===== src/rtl/rptr_empty.sv =====
// Read-side pointer, Gray pointer and empty/underflow flags for a dual-clock FIFO.
// Optional fill level and almost-empty outputs when RPTR_LEVEL_EN is defined.
module rptr_empty #(
  parameter int ASIZE     = 4,
  parameter int AE_THRESH = 2
) (
  input  logic             rclk,
  input  logic             rrst_n,
  input  logic             rinc,
  input  logic [ASIZE:0]   wptr_sync,
  output logic [ASIZE-1:0] raddr,
  output logic [ASIZE:0]   rptr,
  output logic             rempty,
  output logic             runderflow
`ifdef RPTR_LEVEL_EN
  ,
  output logic [ASIZE:0]   rlevel,
  output logic             ralmost_empty
`endif
);

  logic [ASIZE:0] rbin;
  logic [ASIZE:0] rbin_next;
  logic [ASIZE:0] rgray_next;
  logic           rd_ok;

  assign rd_ok      = rinc & ~rempty;
  assign rbin_next  = rbin + {{ASIZE{1'b0}}, rd_ok};
  assign rgray_next = (rbin_next >> 1) ^ rbin_next;
  assign raddr      = rbin[ASIZE-1:0];

  // Comparing the next pointer lets empty rise on the edge of the last read.
  always_ff @(posedge rclk or negedge rrst_n) begin
    if (!rrst_n) begin
      rbin       <= '0;
      rptr       <= '0;
      rempty     <= 1'b1;
      runderflow <= 1'b0;
    end else begin
      rbin       <= rbin_next;
      rptr       <= rgray_next;
      rempty     <= (rgray_next == wptr_sync);
      runderflow <= rinc & rempty;
    end
  end

`ifdef RPTR_LEVEL_EN
  localparam logic [ASIZE:0] AE_LIM = (ASIZE+1)'(AE_THRESH);

  logic [ASIZE:0] wbin_s;
  logic [ASIZE:0] diff;

  always_comb begin
    wbin_s = '0;
    for (int i = 0; i <= ASIZE; i++) begin
      wbin_s[i] = ^(wptr_sync >> i);
    end
  end

  assign diff = wbin_s - rbin_next;

  always_ff @(posedge rclk or negedge rrst_n) begin
    if (!rrst_n) begin
      rlevel        <= '0;
      ralmost_empty <= 1'b1;
    end else begin
      rlevel        <= diff;
      ralmost_empty <= (diff <= AE_LIM);
    end
  end
`endif

endmodule

===== config.mk =====
export PLATFORM = sky130hd
export DESIGN_NAME = rptr_empty
export DESIGN_NICKNAME = d
export VERILOG_FILES = /design/src/rtl/rptr_empty.sv
export SDC_FILE = /design/constraint.sdc
export NUM_CORES = 1
export LEC_CHECK = 0
export CAP_MARGIN = 10
export CORE_AREA = 2 2 39 41
export CTS_CLUSTER_DIAMETER = 30
export DETAILED_ROUTE_END_ITERATION = 12
export DIE_AREA = 0 0 41 43
export PLACE_DENSITY = 0.7
export SLEW_MARGIN = 10
export SYNTH_ARGS = -nofsm -noshare
export SYNTH_HDL_FRONTEND = slang
export SYNTH_SLANG_ARGS = --single-unit

===== constraint.sdc =====
create_clock -name rclk -period 2.65 [get_ports rclk]
set_input_delay 0.53 -clock rclk [delete_from_list [all_inputs] [get_ports rclk]]
set_output_delay 0.53 -clock rclk [all_outputs]
set_load 0.1 [all_outputs]

Word level (Yosys, flattened, before mapping)
Index checks and enable logic that the tools add are counted.
{"block": "totals", "regBits": 12, "latchBits": 0, "mem_bits_rw": 0, "mem_bits_ro": 0, "input_bits": 8, "out_inout_bits": 11, "wordCells": 10, "n_memories": 0}
{"block": "classes", "addsub": 1, "mul": 0, "div_mod_pow": 0, "n_lt_le_gt_ge": 0, "eq_ne": 1, "shifts": 0, "mux": 0, "bitwise": 4, "reduce_logical": 0}
{"operator": "5-bit by 1-bit adder with 5-bit output", "count": 1}
{"operator": "5-bit equality test", "count": 1}
{"operator": "4-bit by 5-bit bitwise XOR with 5-bit output", "count": 1}
{"operator": "1-bit bitwise AND", "count": 2}
{"operator": "1-bit inverter", "count": 1}

Longest topological paths before layout
Gate-level depths: netlist (run 1).
{"block": "logic_depth", "ltp_word": 5, "depth_mapped": 7, "ltp_nobuf": 7}

Worst setup path before layout (run 1)
OpenSTA, ideal clock, no wires.
{"block": "synth_timing", "path_kind": "flip-flop to flip-flop", "from": "reg rbin[0]", "to": "reg rempty", "setup_time_ns": 0.088, "t_arrival_ns": 2.416, "t_required_ns": 2.562, "slack_ns": 0.146, "stages_incl_launch_ff": 7, "path_buffers": 0, "period_less_slack_ns": 2.504, "path_cell_list": "dfrtp_1 ha_1 ha_1 nand3_1 xor2_1 or3_1 a221oi_2"}
{"block": "synth_between", "elab_chain_cells": 3}
{"element": "start, declared", "line_no": "22", "source": "logic [ASIZE:0] rbin;"}
{"element": "start signal, assigned", "line_no": "40", "source": "rbin <= rbin_next;"}
{"element": "5-bit by 1-bit adder with 5-bit output", "line_no": "28", "source": "assign rbin_next = rbin + {{ASIZE{1'b0}}, rd_ok};"}
{"element": "4-bit by 5-bit bitwise XOR with 5-bit output", "line_no": "29", "source": "assign rgray_next = (rbin_next >> 1) ^ rbin_next;"}
{"element": "5-bit equality test", "line_no": "42", "source": "rempty <= (rgray_next == wptr_sync);"}
{"element": "end signal, assigned", "line_no": "42"}
{"element": "end, declared", "line_no": "13", "source": "output logic rempty,"}
Every way passes these cells.

Worst setup path after layout (run 1)
{"block": "layout_timing", "from": "in rinc", "to": "reg rempty"}
{"block": "layout_between", "elab_chain_cells": 4}
{"element": "start, declared", "line_no": "9", "source": "input logic rinc,"}
{"element": "1-bit bitwise AND", "line_no": "27", "source": "assign rd_ok = rinc & ~rempty;"}
{"element": "5-bit by 1-bit adder with 5-bit output", "line_no": "28"}
{"element": "named net rbin_next[2]", "line_no": "23", "source": "logic [ASIZE:0] rbin_next;"}
{"element": "4-bit by 5-bit bitwise XOR with 5-bit output", "line_no": "29"}
{"element": "5-bit equality test", "line_no": "42"}
The timed path passes the listed nets, and every way through them passes these cells.

==> results of run 1 <==
final timing paths:
| path | slack (ps) | to | from | cells after the start |
|---|---|---|---|---|
| max in group asynchronous | 1720 | rempty$_DFF_PN1_ | rrst_n | 1 |
| hold / removal | 550 | runderflow$_DFF_PN0_ | rempty$_DFF_PN1_ | 1 |
| setup / recovery | 280 | rempty$_DFF_PN1_ | rinc | 8 |
| min in group asynchronous | 590 | rbin[0]$_DFF_PN0_ | rrst_n | 1 |
| setup reg to reg | 560 | rempty$_DFF_PN1_ | rempty$_DFF_PN1_ | 7 |
| hold reg to reg | 550 | runderflow$_DFF_PN0_ | rempty$_DFF_PN1_ | 1 |
per-layer routing:
metal,vias to the layer above,wire length (um)
met2,16,502
met4,0,25
met1,172,314
li1,174,-
met5,-,0
met3,2,67
worst max-delay path, stage by stage:
cell and delay [ps]:
clkdlybuf4s50_1 460, nor2b_1 140, ha_1 190, ha_1 220, xor2_1 260, xor2_1 120
or3_1 390, a221oi_2 240
per-stage QoR:
| stage | hold slack (ps) | cells | util [%] | cell area (um^2) | setup slack, ps |
|---|---|---|---|---|---|
| 6_report | 553.1 | 78 | 51.90 | 718.2 | 275.6 |
| 2_1_floorplan | 234.4 | 37 | - | 496.7 | 146.2 |
| 4_1_cts | 558.3 | 78 | 51.90 | 718.2 | 268.2 |
| 5_1_grt | 572.8 | 78 | 51.90 | 718.2 | 164.6 |
| 3_3_place_gp | 541.1 | 74 | 50.00 | 691.9 | 38.85 |
| 3_5_place_dp | 548.9 | 74 | 50.00 | 691.9 | 15.75 |
sequential cells by signal (all words and copies together), names as in the netlist:
signal	cells
rbin	5
rempty	1
rptr	4
runderflow	1
cells by family after synthesis:
kind of cell / after synthesis
buffers and inverters: 2
adder cells (fa/ha/maj): 2
XOR/XNOR: 12
AND/OR/NAND/NOR: 8
flip-flops: 11
AO/OA/AOI/OAI: 2
cell usage after synthesis:
master / count / area [um^2]
dfrtp_1: 10 / 250.2
xor2_1: 7 / 61.31
nand3_1: 4 / 20.02
xnor2_1: 4 / 35.03
ha_1: 2 / 25.02
or3_1: 2 / 12.51
a21boi_1: 1 / 7.510
a221oi_2: 1 / 15.01
and2_1: 1 / 6.260
clkinv_1: 1 / 3.750
dfstp_2: 1 / 26.28
inv_1: 1 / 3.750
nor2b_1: 1 / 6.260
xor3_1: 1 / 23.77
cell type report:
type | count | share of cell area (%)
timing repair buffer | 21 | 24.39
tap | 16 | 2.787
multi-input combinational | 24 | 29.62
clock buffer | 4 | 3.659
inverter | 2 | 1.045
sequential | 11 | 38.50
==> results.ini, run 1 <==
[routing]
drtPass1Iterations=5
drt_iter0_markers=5
post_drt_wl_per_cell_um=11.65
num_vias=364
wl_um=909
vias_per_cell=4.667
route.detailed.drc=0
detail-route-antenna-nets=0

[global_route]
grt_start_max_net_pins=12
grt.total_usage_pct=12.87
grt_first_pass_wirelength_um=1421
grt_busiest_layer=met2
use_met2_pct=19.06
grt_remaining_overflow=0
grt_use_met3_pct=1.571
grt_pass1_vias=358
use_met1_pct=13.95
antenna_found_initial=0

[clock_network]
cts_setup_buffers=0
hold_buffers=0
cts_buffers=3
ctsResizeCount=0
cts_root_buf=clkbuf_4
clk_pin_slew_ps=70
cts_sinks=11
htree_levels=1
ctsLongestPathBuffers=2
insertion_delay_ps=260
cts_tree=built

[timing]
finalSetupViolCount=0
finalHoldViolations=0
maxSlewViolCount=0
timing.setup.tns_ps=0
min_period_ps=2374
relSlewSlack_pct=68.47
rsz0062_at_grt=false
clock.fmax_ghz=0.4212
worst_pin_slew_ps=471.5
fin_skew_ps=1.999
period_share_pct=89.60

[synthesis]
avgSynthCellArea_um2=13.43
syn_area_um2=496.7
synth_top_family_by_area=XOR/XNOR gates
synthXorXnorAreaFrac_pct=24.18
ys_ff_latch=11
synth_adder_area_share_pct=5.038
synthCells=37
synth_compound_area_share_pct=4.534
yosys.area_share.simple_pct=9.068
ys_types=14
synth_mux_area_share_pct=0
yosys_warnings=0
synth_nets=47
yosysSeqAreaShare_pct=55.67

[run_status]
status=completed

[placed_design]
port_buffers=18
dp_hpwl_um=746.5
place_congestion=0.7138

[layout]
ff_latch_area_um2=276.5
multi_input_area_um2=212.7
syn_to_final_growth_pct=44.58
nNetsFinal=73
final_common_cell=buf_4
antenna_cells=0
final_cell_mix=buf_4, dfrtp_1, xor2_1, clkdlybuf4s50_1
drive_above_1_share_pct=30.65
fillCellCount=120

[worst_hold_path]
worstHoldPathType=register to register

[floorplanning]
core_um2=1384
dieArea_um2=1763
io_pins=19
row_count=14
die_y_um=43
die_w_um=41
initial_core_util_pct=35.90

[critical_path]
worstPathMaxFanout=3
critPathRequiredTime_ps=2830
worstPathArrival_ps=2550
worstSetupStartpointType=primary input
critical_path_class=primary input to register
cp-end-kind=register

[run]
drv_cap=0

Power of run 1 is not shown: default switching activity piles up to over one toggle a cycle in this logic, so the estimate is an artifact.
==> run 2: changes to the inputs <==
--- a/config.mk
+++ b/config.mk
@@ -6,10 +6,10 @@
 export NUM_CORES = 1
 export LEC_CHECK = 0
 export CAP_MARGIN = 10
-export CORE_AREA = 2 2 39 41
+export CORE_AREA = 8 8 45 47
 export CTS_CLUSTER_DIAMETER = 30
 export DETAILED_ROUTE_END_ITERATION = 12
-export DIE_AREA = 0 0 41 43
+export DIE_AREA = 0 0 53 55
 export PLACE_DENSITY = 0.7
 export SLEW_MARGIN = 10
 export SYNTH_ARGS = -nofsm -noshare
==> constraint.sdc (replaced) <==
create_clock -name rclk -period 2.3 [get_ports rclk]
set_input_delay 0.46 -clock rclk [delete_from_list [all_inputs] [get_ports rclk]]
set_output_delay 0.46 -clock rclk [all_outputs]
set_load 0.1 [all_outputs]
==> results.ini, run 2 (synthesis gave the netlist of run 1 again) <==
[global_route]
grt_first_pass_wirelength_um=1794  ; +26%
grt.total_usage_pct=9.015  ; -3.9 points
antenna_found_initial=0  ; unchanged
grt_start_max_net_pins=12  ; unchanged
grt_remaining_overflow=0  ; unchanged
grt_pass1_vias=410  ; +15%

[timing]
fin_skew_ps=10.62  ; +8.620 ps
min_period_ps=2190
finalHoldViolations=0  ; unchanged
rsz0062_at_grt=false
worst_pin_slew_ps=489.2  ; +17.72 ps
clock.fmax_ghz=0.4566
worst_slack_ps=110.1  ; -165.5 ps
maxSlewViolCount=0  ; unchanged
finalSetupViolCount=0  ; unchanged
relSlewSlack_pct=67.28  ; -1.2 points
period_share_pct=95.21

[layout]
nNetsFinal=75  ; +2.7%
syn_to_final_growth_pct=55.67
fin_cells=80  ; +2.6%
final_cell_mix=buf_4, dfrtp_1, clkdlybuf4s50_1
antenna_cells=0  ; unchanged
largestRegisters=rbin (5), rptr (4)
largest_reg_flops=5  ; unchanged
top_register=rbin
final_common_cell=buf_4
drive_above_1_share_pct=40.63  ; +10 points

[routing]
vias_per_cell=4.663  ; about the same
wl_um=1098  ; +21%
num_vias=373  ; +2.5%
drtPass1Iterations=2  ; -3
drt_iter0_markers=2  ; -3
detail-route-antenna-nets=0  ; unchanged
route.detailed.drc=0  ; unchanged
post_drt_wl_per_cell_um=13.73  ; +18%

[floorplanning]
die_w_um=53  ; +29%
row_count=14  ; unchanged
dieArea_um2=2915  ; +65%
io_pins=19  ; unchanged
die_y_um=55  ; +28%
initial_core_util_pct=35.90  ; unchanged
core_um2=1384  ; unchanged

[clock_network]
clk_pin_slew_ps=80  ; about the same
hold_buffers=0  ; unchanged
insertion_delay_ps=270  ; about the same
cts_sinks=11  ; unchanged
cts_root_buf=clkbuf_4
ctsLongestPathBuffers=2  ; unchanged
htree_levels=1  ; unchanged
cts_tree=built
cts_buffers=3  ; unchanged

[critical_path]
cpLargestDelayFamily=simple AND/OR/NAND/NOR gates
crit_path_top_delay_cell=clkdlybuf4s50_1
worstPathArrival_ps=2380  ; -170 ps
path_buf_inv=1  ; unchanged
cp_cell_sequence=clkdlybuf4s50_1 -> nor2b_1 -> ha_2 -> ha_4 -> nand3_1 -> xor2_1 -> or3_1 -> a221oi_2
max_stage_delay_ps=460  ; about the same
critical_path_class=primary input to register
worstSetupStartpointType=primary input
cp-end-kind=register
critPathRequiredTime_ps=2490  ; -340 ps
worstPathMaxFanout=3  ; unchanged

[placed_design]
port_buffers=18  ; unchanged
dp.cells=76  ; +2.7%
place_congestion=0.6912  ; -3.2%
post-place-ws_ps=-309.8  ; -325.5 ps

[worst_hold_path]
worstHoldPathType=primary input to async pin

[run_status]
status=completed

[run]
drv_cap=0  ; unchanged

-- run 2: cell types whose count changed in the layout (fill, tap and decap cells not counted), sizes merged --
cell  before  now
buf       14   16
-- run 2: worst paths after layout --
| path | cells after the start | slack (ps) | from | endpoint |
|---|---|---|---|---|
| worst max-delay path | 8 | 110 | rinc | rempty$_DFF_PN1_ |
| worst min-delay path | 1 | 510 | rrst_n | rptr[2]$_DFF_PN0_ |
| worst max register to register | 7 | 240 | rempty$_DFF_PN1_ | rempty$_DFF_PN1_ |
| worst min register to register | 1 | 610 | rbin[0]$_DFF_PN0_ | rbin[0]$_DFF_PN0_ |
| max in group asynchronous | 1 | 1420 | rrst_n | rbin[1]$_DFF_PN0_ |
| min in group rclk | 1 | 610 | rbin[0]$_DFF_PN0_ | rbin[0]$_DFF_PN0_ |
-- run 2: what timing repair did --
action / CTS / global route
setup endpoints to repair: 1 / 1
buffers inserted: 0 / 0
resized for setup: 1 / 2
-- run 2: through the flow --
step / hold WS [ps] / util [%] / instance area, um^2 / TNS (ps)
CTS: 529.6 / 54.34 / 752.0 / 0
global placement: 574.5 / 51.90 / 718.2 / -309.1
detailed placement: 599.4 / 51.90 / 718.2 / -309.8
floorplan: 164.4 / - / 508.0 / 0
global route: 555.7 / 55.88 / 773.2 / 0
finish: 514.5 / 55.88 / 773.2 / 0
-- run 2: worst register-to-register path: stages (launching register included) --
cell and delay [ps]:
dfstp_4 620, nor2b_1 50, ha_2 190, ha_4 180, xor2_4 160, xor2_1 180
or3_1 360, a221oi_2 230
-- run 2: area by class of cell --
| cell class | count | area (um^2) |
|---|---|---|
| multi-input cells | 24 | 246.5 |
| inverters | 2 | 7.507 |
| clock buffers | 4 | 26.28 |
| flip-flops and latches | 11 | 282.8 |
| fillers | 127 | 610.6 |
| repair buffers | 23 | 190.2 |
| well taps | 16 | 20.02 |
-- run 2: per-layer routing --
| metal | part of all wire (%) | vias to the layer above | global-route usage [%] |
|---|---|---|---|
| met5 | 0 | - | 0 |
| met1 | 36 | 182 | 7.862 |
| met2 | 54 | 12 | 15.23 |
| met4 | 2.5 | 0 | 10.34 |
| met3 | 7.2 | 2 | 2.941 |
| li1 | - | 177 | - |
Power of run 2 is left out for the same reason.
==> run 3: changes to the inputs <==
--- a/config.mk
+++ b/config.mk
@@ -10,6 +10,7 @@
 export CTS_CLUSTER_DIAMETER = 30
 export DETAILED_ROUTE_END_ITERATION = 12
 export DIE_AREA = 0 0 53 55
+export MAX_ROUTING_LAYER = met4
 export PLACE_DENSITY = 0.7
 export SLEW_MARGIN = 10
 export SYNTH_ARGS = -nofsm -noshare
==> results of run 3 <==
No change in the layout: final DEF, timing and power equal those of run 2.
Main changes from that run: final weighted congestion in routability-driven placement 0.6912 -> 0.6985; overall routing resource usage 9.015% -> 9.293%
Power of run 3 is left out for the same reason.
